$ cat src/rtl/core_mem_pkg.sv
// core_mem_pkg: shared definitions for the core memory arbiter.
//   COP_* : bit indices into the 3-bit {rsvd, nc, wr} operation field
//   SIZE_*: access size codes
//   arb_state_t: arbiter FSM states
//   owner_t: channel that owns the outstanding transaction
package core_mem_pkg;

    localparam int unsigned COP_WR = 0;
    localparam int unsigned COP_NC = 1;

    localparam logic [2:0] SIZE_BYTE = 3'b000;
    localparam logic [2:0] SIZE_HALF = 3'b010;
    localparam logic [2:0] SIZE_WORD = 3'b100;

    localparam logic [2:0] INSTR_COP = 3'b000;

    typedef enum logic [1:0] {
        IDLE = 2'd0,
        REQ  = 2'd1,
        RESP = 2'd2
    } arb_state_t;

    typedef enum logic {
        OWN_I = 1'b0,
        OWN_D = 1'b1
    } owner_t;

endpackage

$ cat src/rtl/core_mem_arb_sel.sv
// core_mem_arb_sel: grant selection for the core memory arbiter.
//   clk, rst_n : clock, asynchronous active-low reset
//   i_val      : instruction request pending
//   d_val      : data request pending
//   grant      : strobe, a grant is taken this cycle using 'winner'
//   winner     : channel selected (combinational)
// Default: data priority; a counter of data grants taken while an instruction
// request waits forces an instruction grant once it reaches MAX_D_BURST.
// With CORE_MEM_ARB_RR_EN defined: strict round-robin between pending
// channels using a last-grant flag; the counter is not built.
module core_mem_arb_sel
    import core_mem_pkg::*;
#(
    parameter int unsigned MAX_D_BURST = 4
) (
    input  logic   clk,
    input  logic   rst_n,
    input  logic   i_val,
    input  logic   d_val,
    input  logic   grant,
    output owner_t winner
);

`ifdef CORE_MEM_ARB_RR_EN

    owner_t last_grant;

    always_comb begin
        winner = OWN_I;
        if (i_val && d_val)
            winner = (last_grant == OWN_D) ? OWN_I : OWN_D;
        else if (d_val)
            winner = OWN_D;
    end

    // Reset value OWN_I makes the first contended grant go to data.
    always_ff @(posedge clk or negedge rst_n) begin
        if (!rst_n)
            last_grant <= OWN_I;
        else if (grant)
            last_grant <= winner;
    end

`else

    localparam logic [3:0] BURST_LIM = 4'(MAX_D_BURST);

    logic [3:0] d_cnt;
    logic       starve;

    assign starve = i_val && (d_cnt >= BURST_LIM);

    always_comb begin
        winner = OWN_I;
        if (d_val && !starve)
            winner = OWN_D;
    end

    // Counts only data grants taken while instr waits; never exceeds the
    // limit because reaching it forces the next grant to instr.
    always_ff @(posedge clk or negedge rst_n) begin
        if (!rst_n)
            d_cnt <= '0;
        else if (grant) begin
            if (winner == OWN_I)
                d_cnt <= '0;
            else if (i_val && (d_cnt < BURST_LIM))
                d_cnt <= d_cnt + 4'd1;
        end
    end

`endif

endmodule

$ cat src/rtl/core_mem_arb.sv
// core_mem_arb: two-to-one arbiter merging the instruction and data channels
// onto one split-transaction memory port, one transaction outstanding.
//   clk, rst_n                 : clock, asynchronous active-low reset
//   i_req_val/addr             : instruction request (held until i_req_ack)
//   i_req_ack, i_ack_rdata     : instruction completion pulse and data
//   d_req_val/addr/cop/wdata/size : data request (held until d_req_ack)
//   d_req_ack, d_ack_rdata     : data completion pulse and data
//   m_req_val/rdy/addr/cop/wdata/size : memory request handshake
//   m_resp_val, m_resp_rdata   : memory response, one cycle per transaction
// Parameter MAX_D_BURST (1..15): data grants allowed while instr waits.
// Macro CORE_MEM_ARB_RR_EN selects round-robin arbitration instead.
module core_mem_arb
    import core_mem_pkg::*;
#(
    parameter int unsigned MAX_D_BURST = 4
) (
    input  logic        clk,
    input  logic        rst_n,
    input  logic        i_req_val,
    input  logic [31:0] i_req_addr,
    output logic        i_req_ack,
    output logic [31:0] i_ack_rdata,
    input  logic        d_req_val,
    input  logic [31:0] d_req_addr,
    input  logic [2:0]  d_req_cop,
    input  logic [31:0] d_req_wdata,
    input  logic [2:0]  d_req_size,
    output logic        d_req_ack,
    output logic [31:0] d_ack_rdata,
    output logic        m_req_val,
    input  logic        m_req_rdy,
    output logic [31:0] m_req_addr,
    output logic [2:0]  m_req_cop,
    output logic [31:0] m_req_wdata,
    output logic [2:0]  m_req_size,
    input  logic        m_resp_val,
    input  logic [31:0] m_resp_rdata
);

    arb_state_t state;
    owner_t     owner;
    owner_t     winner;
    logic       grant;
    logic       resp_hit;

    assign grant = (state == IDLE) && (i_req_val || d_req_val);

    core_mem_arb_sel #(
        .MAX_D_BURST(MAX_D_BURST)
    ) u_sel (
        .clk   (clk),
        .rst_n (rst_n),
        .i_val (i_req_val),
        .d_val (d_req_val),
        .grant (grant),
        .winner(winner)
    );

    always_ff @(posedge clk or negedge rst_n) begin
        if (!rst_n) begin
            state       <= IDLE;
            owner       <= OWN_I;
            m_req_val   <= 1'b0;
            m_req_addr  <= '0;
            m_req_cop   <= '0;
            m_req_wdata <= '0;
            m_req_size  <= '0;
        end else begin
            case (state)
                IDLE: begin
                    if (grant) begin
                        owner     <= winner;
                        m_req_val <= 1'b1;
                        if (winner == OWN_D) begin
                            m_req_addr  <= d_req_addr;
                            m_req_cop   <= d_req_cop;
                            m_req_wdata <= d_req_wdata;
                            m_req_size  <= d_req_size;
                        end else begin
                            m_req_addr  <= i_req_addr;
                            m_req_cop   <= INSTR_COP;
                            m_req_wdata <= '0;
                            m_req_size  <= SIZE_WORD;
                        end
                        state <= REQ;
                    end
                end
                REQ: begin
                    if (m_req_rdy) begin
                        m_req_val <= 1'b0;
                        state     <= RESP;
                    end
                end
                RESP: begin
                    if (m_resp_val)
                        state <= IDLE;
                end
                default: begin
                    m_req_val <= 1'b0;
                    state     <= IDLE;
                end
            endcase
        end
    end

    // Responses outside RESP never reach the channels.
    assign resp_hit    = (state == RESP) && m_resp_val;
    assign i_req_ack   = resp_hit && (owner == OWN_I);
    assign d_req_ack   = resp_hit && (owner == OWN_D);
    assign i_ack_rdata = i_req_ack ? m_resp_rdata : '0;
    assign d_ack_rdata = d_req_ack ? m_resp_rdata : '0;

endmodule
$ cat config.mk
export PLATFORM = sky130hd
export DESIGN_NAME = core_mem_arb
export DESIGN_NICKNAME = d
export VERILOG_FILES = /design/src/rtl/core_mem_pkg.sv /design/src/rtl/core_mem_arb_sel.sv /design/src/rtl/core_mem_arb.sv
export SDC_FILE = /design/constraint.sdc
export NUM_CORES = 1
export LEC_CHECK = 0
export ABC_CLOCK_PERIOD_IN_PS = 2250
export CELL_PAD_IN_SITES_DETAIL_PLACEMENT = 0
export CELL_PAD_IN_SITES_GLOBAL_PLACEMENT = 1
export CORE_UTILIZATION = 25
export DETAILED_ROUTE_END_ITERATION = 8
export PLACE_DENSITY_LB_ADDON = 0.2
export SLEW_MARGIN = 40
export SYNTH_ARGS = -nofsm -noshare
export SYNTH_HDL_FRONTEND = slang
export SYNTH_SLANG_ARGS = --single-unit
$ cat constraint.sdc
create_clock -name clk -period 2.25 [get_ports clk]
set_input_delay 0.675 -clock clk [delete_from_list [all_inputs] [get_ports clk]]
set_output_delay 0.675 -clock clk [all_outputs]
set_load 0.01 [all_outputs]
==> impl_metrics.csv, run 1 <==
group,metric,value,unit
timing,hold_viol_final,0,
grt,grt_max_degree,46,
job,maxCapViolations,0,
detailed_routing,totalWireLength,17000,µm
placement,placed_cells,897,
yosys,avgSynthCellArea,9.58,µm²
detailed_routing,drtIter0Drc,192,
yosys,synth.net_count,574,
worst_setup_path,cp-start-kind,"input pin",
clocking,clkSinkCount,78,
die,initial_core_util,25.8,%
power,power_density,1040,nW/µm²
yosys,ys_warn_count,0,
clocking,clk_latency,0.34,ns
timing,slew_headroom,52.6,%
power,cellLeakagePower,3.23,nW
finish,final_common_cell,"clkdlybuf4s50_1",
clocking,clk_pin_slew_worst_paths,0.06,ns
timing,post-route-period-util,103,%
worst_setup_path,end_kind,"output port",
grt,grt_overflow,0,
yosys,ys.flop_type,"dfrtp_1",
grt,grt_pass1_wl,25400,µm
grt,antenna_found_initial,0,
finish,fin_cells,924,
timing,slew_viol_final,0,
timing,timing.fmax,431,MHz
placement,hpwlAfterDp,11400,µm
worst_setup_path,crit_fanout,8,
finish,fill_cells,1430,
yosys,seq_area_frac_synth,47.1,%
yosys,synth_area,4150,µm²
die,rows,46,
yosys,synth.largest_area_cell,"dfrtp_1",
worst_setup_path,crit_type,"input pin to output port",
power,irDropWorstVdd,0.611,mV
clocking,cts_max_path_buffers,2,
die,die_area,17100,µm²
die,die_height,131,µm
yosys,synthTopCellsByArea,"dfrtp_1 (47%), and2_1 (9.8%), nand3_1 (8.6%)",
worst_setup_path,cp.arrival,1.64,ns
grt,gr-usage-met1,22.6,%
yosys,synth.ff_latch_count,78,
finish,multiInputGateArea,2080,µm²
placement,gp_congestion,0.780,
grt,grt_pass1_vias,4692,
finish,area_growth,90.9,%
timing,setup_violations,27,
grt,grt_use_total,19.4,%
detailed_routing,first_pass_iters,6,
detailed_routing,drc,0,
timing,layout_min_cycle_time,2.32,ns
die,core,16100,µm²
run_status,violations,"negative setup slack",
timing,skew,0.00540,ns
yosys,ys_async_sr_fraction,100,%
finish,layout-drive-gt1-share,26.3,%
min_path,hold_path_class,"input pin to async pin",
detailed_routing,ant_nets,0,
worst_setup_path,rrSetupSlack,0.28,ns
timing,worstMarginPinSlew,0.710,ns
timing,rsz0062_at_grt,"yes",
clocking,cts-root-buf,"clkbuf_16",
die,die_w,131,µm
detailed_routing,wl_per_cell,18.4,µm
grt,met3_usage,5.21,%
finish,num-nets-final,845,
die,io-pin-count,277,
finish,seq_area,1950,µm²
clocking,cts_tree,"built",
grt,grt.busiest_layer,"met2",
detailed_routing,vias,4594,
clocking,htreeDepth,3,
yosys,synthCells,433,
timing,setup_slack,-0.0675,ns
placement,io_buffers,276,
finish,num_antenna_cells,0,
finish,final_cell_mix,"clkdlybuf4s50_1 (208), dfrtp_1 (77), nand3_1 (71), and2_4 (49), buf_6 (49)",
worst_setup_path,required,1.57,ns
placement,dp_worst_setup_slack,-0.842,ns
yosys,synthDistinctLibCells,29,
run_status,status,"finished, violations left",
yosys,synth_top_cell_area_share,47.1,%
detailed_routing,drt-vias-per-instance,4.97,
grt,globalRouteMet2Util,35.0,%
yosys,synth_edf_count,0,
clocking,cts_buffers,9,
==> final timing paths <==
kind,to,startpoint,cells after the start
max,d_ack_rdata[6],m_resp_val,8
max in group asynchronous,m_req_addr[16],rst_n,2
min in group clk,m_req_wdata[8],m_req_wdata[8],1
min reg2reg,m_req_wdata[8],m_req_wdata[8],1
min,m_req_size[1],rst_n,1
max reg2reg,m_req_size[0],state[1],7
==> per-layer routing <==
metal  routed length [µm]  vias up
met4                  192        0
met5                    0        -
met3                 1300       16
met1                 6540     2253
li1                     -     2150
met2                 8980      175
==> critical path, cell delays in order <==
cell and delay [ns]:
buf_8 0.08, nand2_4 0.06, nor3b_4 0.22, buf_6 0.14, buf_8 0.12, buf_16 0.12
and2_4 0.14, buf_6 0.09
==> state kept, by name, indices dropped and copies added (netlist names) <==
register     count
m_req_val        1
m_req_size       3
m_req_wdata     32
m_req_addr      32
u_sel.d_cnt      4
state            2
m_req_cop        3
owner            1
==> what timing repair did <==
item                                    CTS  global route
pin swaps                                18            25
buffers inserted                          6             2
gates resized for setup                 293            95
endpoints found under the setup margin   66            66
hold buffers                              0             0
gates cloned                              4             3
==> power by group <==
group | internal (W) | switching [W] | leakage [nW]
Combinational | 0.00230 | 0.00209 | 2.10
Sequential | 0.00200 | 0.000350 | 0.984
Clock | 0.000964 | 0.000567 | 0.146
Total | 0.00526 | 0.00301 | 3.23
==> logic make-up (layout without fill, tap and decap cells) <==
logic type      after synthesis  in the layout  synth area share [%]
buf+inv                      54            329                  6.19
compound gates              114            114                  20.7
fa+ha+maj                     1              1                 0.302
simple gates                186            186                  25.8
flops                        78             78                  47.1
==> synthesized netlist by cell type (3+ instances only) <==
cell / instances
a21oi_1: 3
and2_1: 65
buf_2: 25
clkbuf_1: 24
dfrtp_1: 78
nand2_1: 7
nand3_1: 71
nand4_1: 33
o211ai_1: 32
o21ai_0: 4
o21ai_1: 33
o2bb2ai_1: 28
o2bb2ai_2: 9
==> per-stage QoR <==
stage | total power, W | hold slack, ns | utilization, % | area [µm²] | setup TNS, ns
final | 0.00827 | 0.310 | 49.3 | 7920 | -0.973
after global routing | 0.00882 | 0.346 | 49.3 | 7920 | -3.09
after CTS | 0.00820 | 0.328 | 46.8 | 7510 | -1.15
after detailed placement | 0.00655 | 0.473 | 45.2 | 7260 | -54.22
after global placement | 0.00647 | 0.470 | 45.2 | 7260 | -53.53
after floorplan | 0.00439 | 0.379 | - | 4150 | 0
==> area by class of cell <==
cell class / count / share of cell area, %
Timing Repair Buffer: 313 / 41.7
Sequential cell: 78 / 24.7
Tap cell: 216 / 3.41
Multi-Input combinational cell: 301 / 26.3
Inverter: 1 / 0.0474
Clock inverter: 4 / 0.917
Clock buffer: 11 / 2.94
Note: power is estimated with default switching activity, not from simulation.
==> inputs of run 2 (changes only) <==
Settings changed: SETUP_SLACK_MARGIN from default to 0.3.
==> impl_metrics.csv, run 2 (synthesized netlist as in run 1, its figures left out) <==
group,metric,value,unit
die,core,16100,µm²
finish,final_common_cell,"clkdlybuf4s50_1",
run_status,status,"finished, violations left",
die,initial_core_util,25.8,%
finish,final_cell_mix,"clkdlybuf4s50_1 (172), dfrtp_1 (76), buf_6 (72), nand3_1 (71), and2_4 (58)",
clocking,clkSinkCount,78,
detailed_routing,drtIter0Drc,194,
grt,grt_overflow,0,
timing,rsz0062_at_grt,"yes",
timing,post-route-period-util,102,%
worst_setup_path,rrSetupSlack,0.71,ns
power,power_density,1010,nW/µm²
placement,hpwlAfterDp,11800,µm
timing,hold_viol_final,0,
die,die_area,17100,µm²
timing,setup_slack,-0.0557,ns
detailed_routing,totalWireLength,17700,µm
worst_setup_path,crit_type,"input pin to output port",
job,maxCapViolations,0,
timing,layout_min_cycle_time,2.31,ns
finish,fin_cells,930,
clocking,cts_hold_buffers,0,
die,die_height,131,µm
finish,num-nets-final,849,
timing,worstMarginPinSlew,0.436,ns
clocking,cts_buffers,9,
detailed_routing,first_pass_iters,4,
die,die_w,131,µm
worst_setup_path,path_cells,"buf_6 > nand2_8 > nor3b_4 > buf_6 > buf_12 > buf_16 > and2_4 > buf_6",
run_status,violations,"negative setup slack",
placement,placed_cells,899,
worst_setup_path,required,1.57,ns
timing,slew_headroom,70.9,%
worst_setup_path,crit_fanout,8,
power,power,0.00820,W
worst_setup_path,crit_top_cell,"buf_6",
placement,io_buffers,276,
min_path,hold_path_class,"input pin to async pin",
worst_setup_path,ff2ff_path_depth,5,
timing,skew,0.00796,ns
grt,grt_pass1_vias,4502,
detailed_routing,wl_per_cell,19.0,µm
finish,area_growth,94.7,%
timing,timing.fmax,434,MHz
worst_setup_path,cpPeakStageDelay,0.17,ns
grt,antenna_found_initial,1,
placement,gp_congestion,0.791,
detailed_routing,ant_nets,0,
worst_setup_path,timing.rr.start,"state[0]",
timing,setup_violations,23,
detailed_routing,vias,4585,
grt,grt_max_degree,55,
clocking,cts_max_path_buffers,2,
timing,slew_viol_final,0,
clocking,cts-root-buf,"clkbuf_16",
die,rows,46,
clocking,clk_pin_slew_worst_paths,0.06,ns
worst_setup_path,cp-start-kind,"input pin",
clocking,clk_latency,0.34,ns
power,irDropWorstVdd,0.472,mV
grt,grt_use_total,19.6,%
finish,layout-drive-gt1-share,28.3,%
clocking,cts_tree,"built",
worst_setup_path,cp.arrival,1.63,ns
detailed_routing,drt-vias-per-instance,4.93,
worst_setup_path,cp_slowest_cell,"nor3b_4",
worst_setup_path,end_kind,"output port",
clocking,htreeDepth,3,
detailed_routing,drc,0,
finish,reg.largest.list,"m_req_addr (32), m_req_wdata (32), u_sel.d_cnt (4)",
grt,grt_pass1_wl,25400,µm
die,io-pin-count,277,
power,cellLeakagePower,3.61,nW
worst_setup_path,r2r_end,"m_req_addr[1]",
-- run 2: worst max path at each step --
stage / from / end / slack, ns
floorplan: m_resp_val / d_ack_rdata[22] / 0.25
global placement: m_resp_val / d_ack_rdata[10] / -0.84
detailed placement: m_resp_val / d_ack_rdata[21] / -0.89
CTS: state[1] / i_ack_rdata[20] / -0.08
global route: state[1] / d_ack_rdata[14] / -0.13
finish: m_resp_val / d_ack_rdata[14] / -0.06
-- run 2: power breakdown --
part / leakage (nW) / switching, W / internal [W]
clock: 0.152 / 0.000582 / 0.000970
sequential: 0.983 / 0.000349 / 0.00200
combinational: 2.47 / 0.00209 / 0.00220
total: 3.61 / 0.00303 / 0.00517
-- run 2: cell type report --
cell class	instances	area, µm²
fill	1443	7980
timing repair buffer	317	3410
multi-input combinational	301	2120
sequential	78	1950
tap	216	270
clock buffer	10	229
clock inverter	6	86.3
inverter	1	3.75
antenna	1	2.50
-- run 2: per-layer routing --
metal  routed length [µm]  track usage, %
met4                  253            4.39
met2                 9340            36.1
met1                 6840            22.8
met3                 1270            4.93
met5                    0               0
-- run 2: critical path, delay by kind of cell --
kind                   cells  cell delay, ns
AND/OR/NAND/NOR            3            0.37
buffers and inverters      5            0.58
-- run 2: timing repair --
action	CTS	global route
pin swaps	12	23
setup buffers	5	1
resized for setup	292	140
gates cloned	5	3
setup endpoints to repair	95	127
-- run 2: per-stage QoR --
stage                     area [µm²]  hold slack (ns)  utilization, %  setup slack, ns  TNS, ns
final                           8080            0.169            50.3          -0.0557   -0.961
after global routing            8080            0.167            50.3           -0.129    -2.63
after CTS                       7840            0.157            48.8          -0.0765    -2.96
after detailed placement        7290            0.474            45.4           -0.890   -57.07
after global placement          7290            0.468            45.4           -0.840   -54.71
after floorplan                 4240            0.379               -            0.252        0
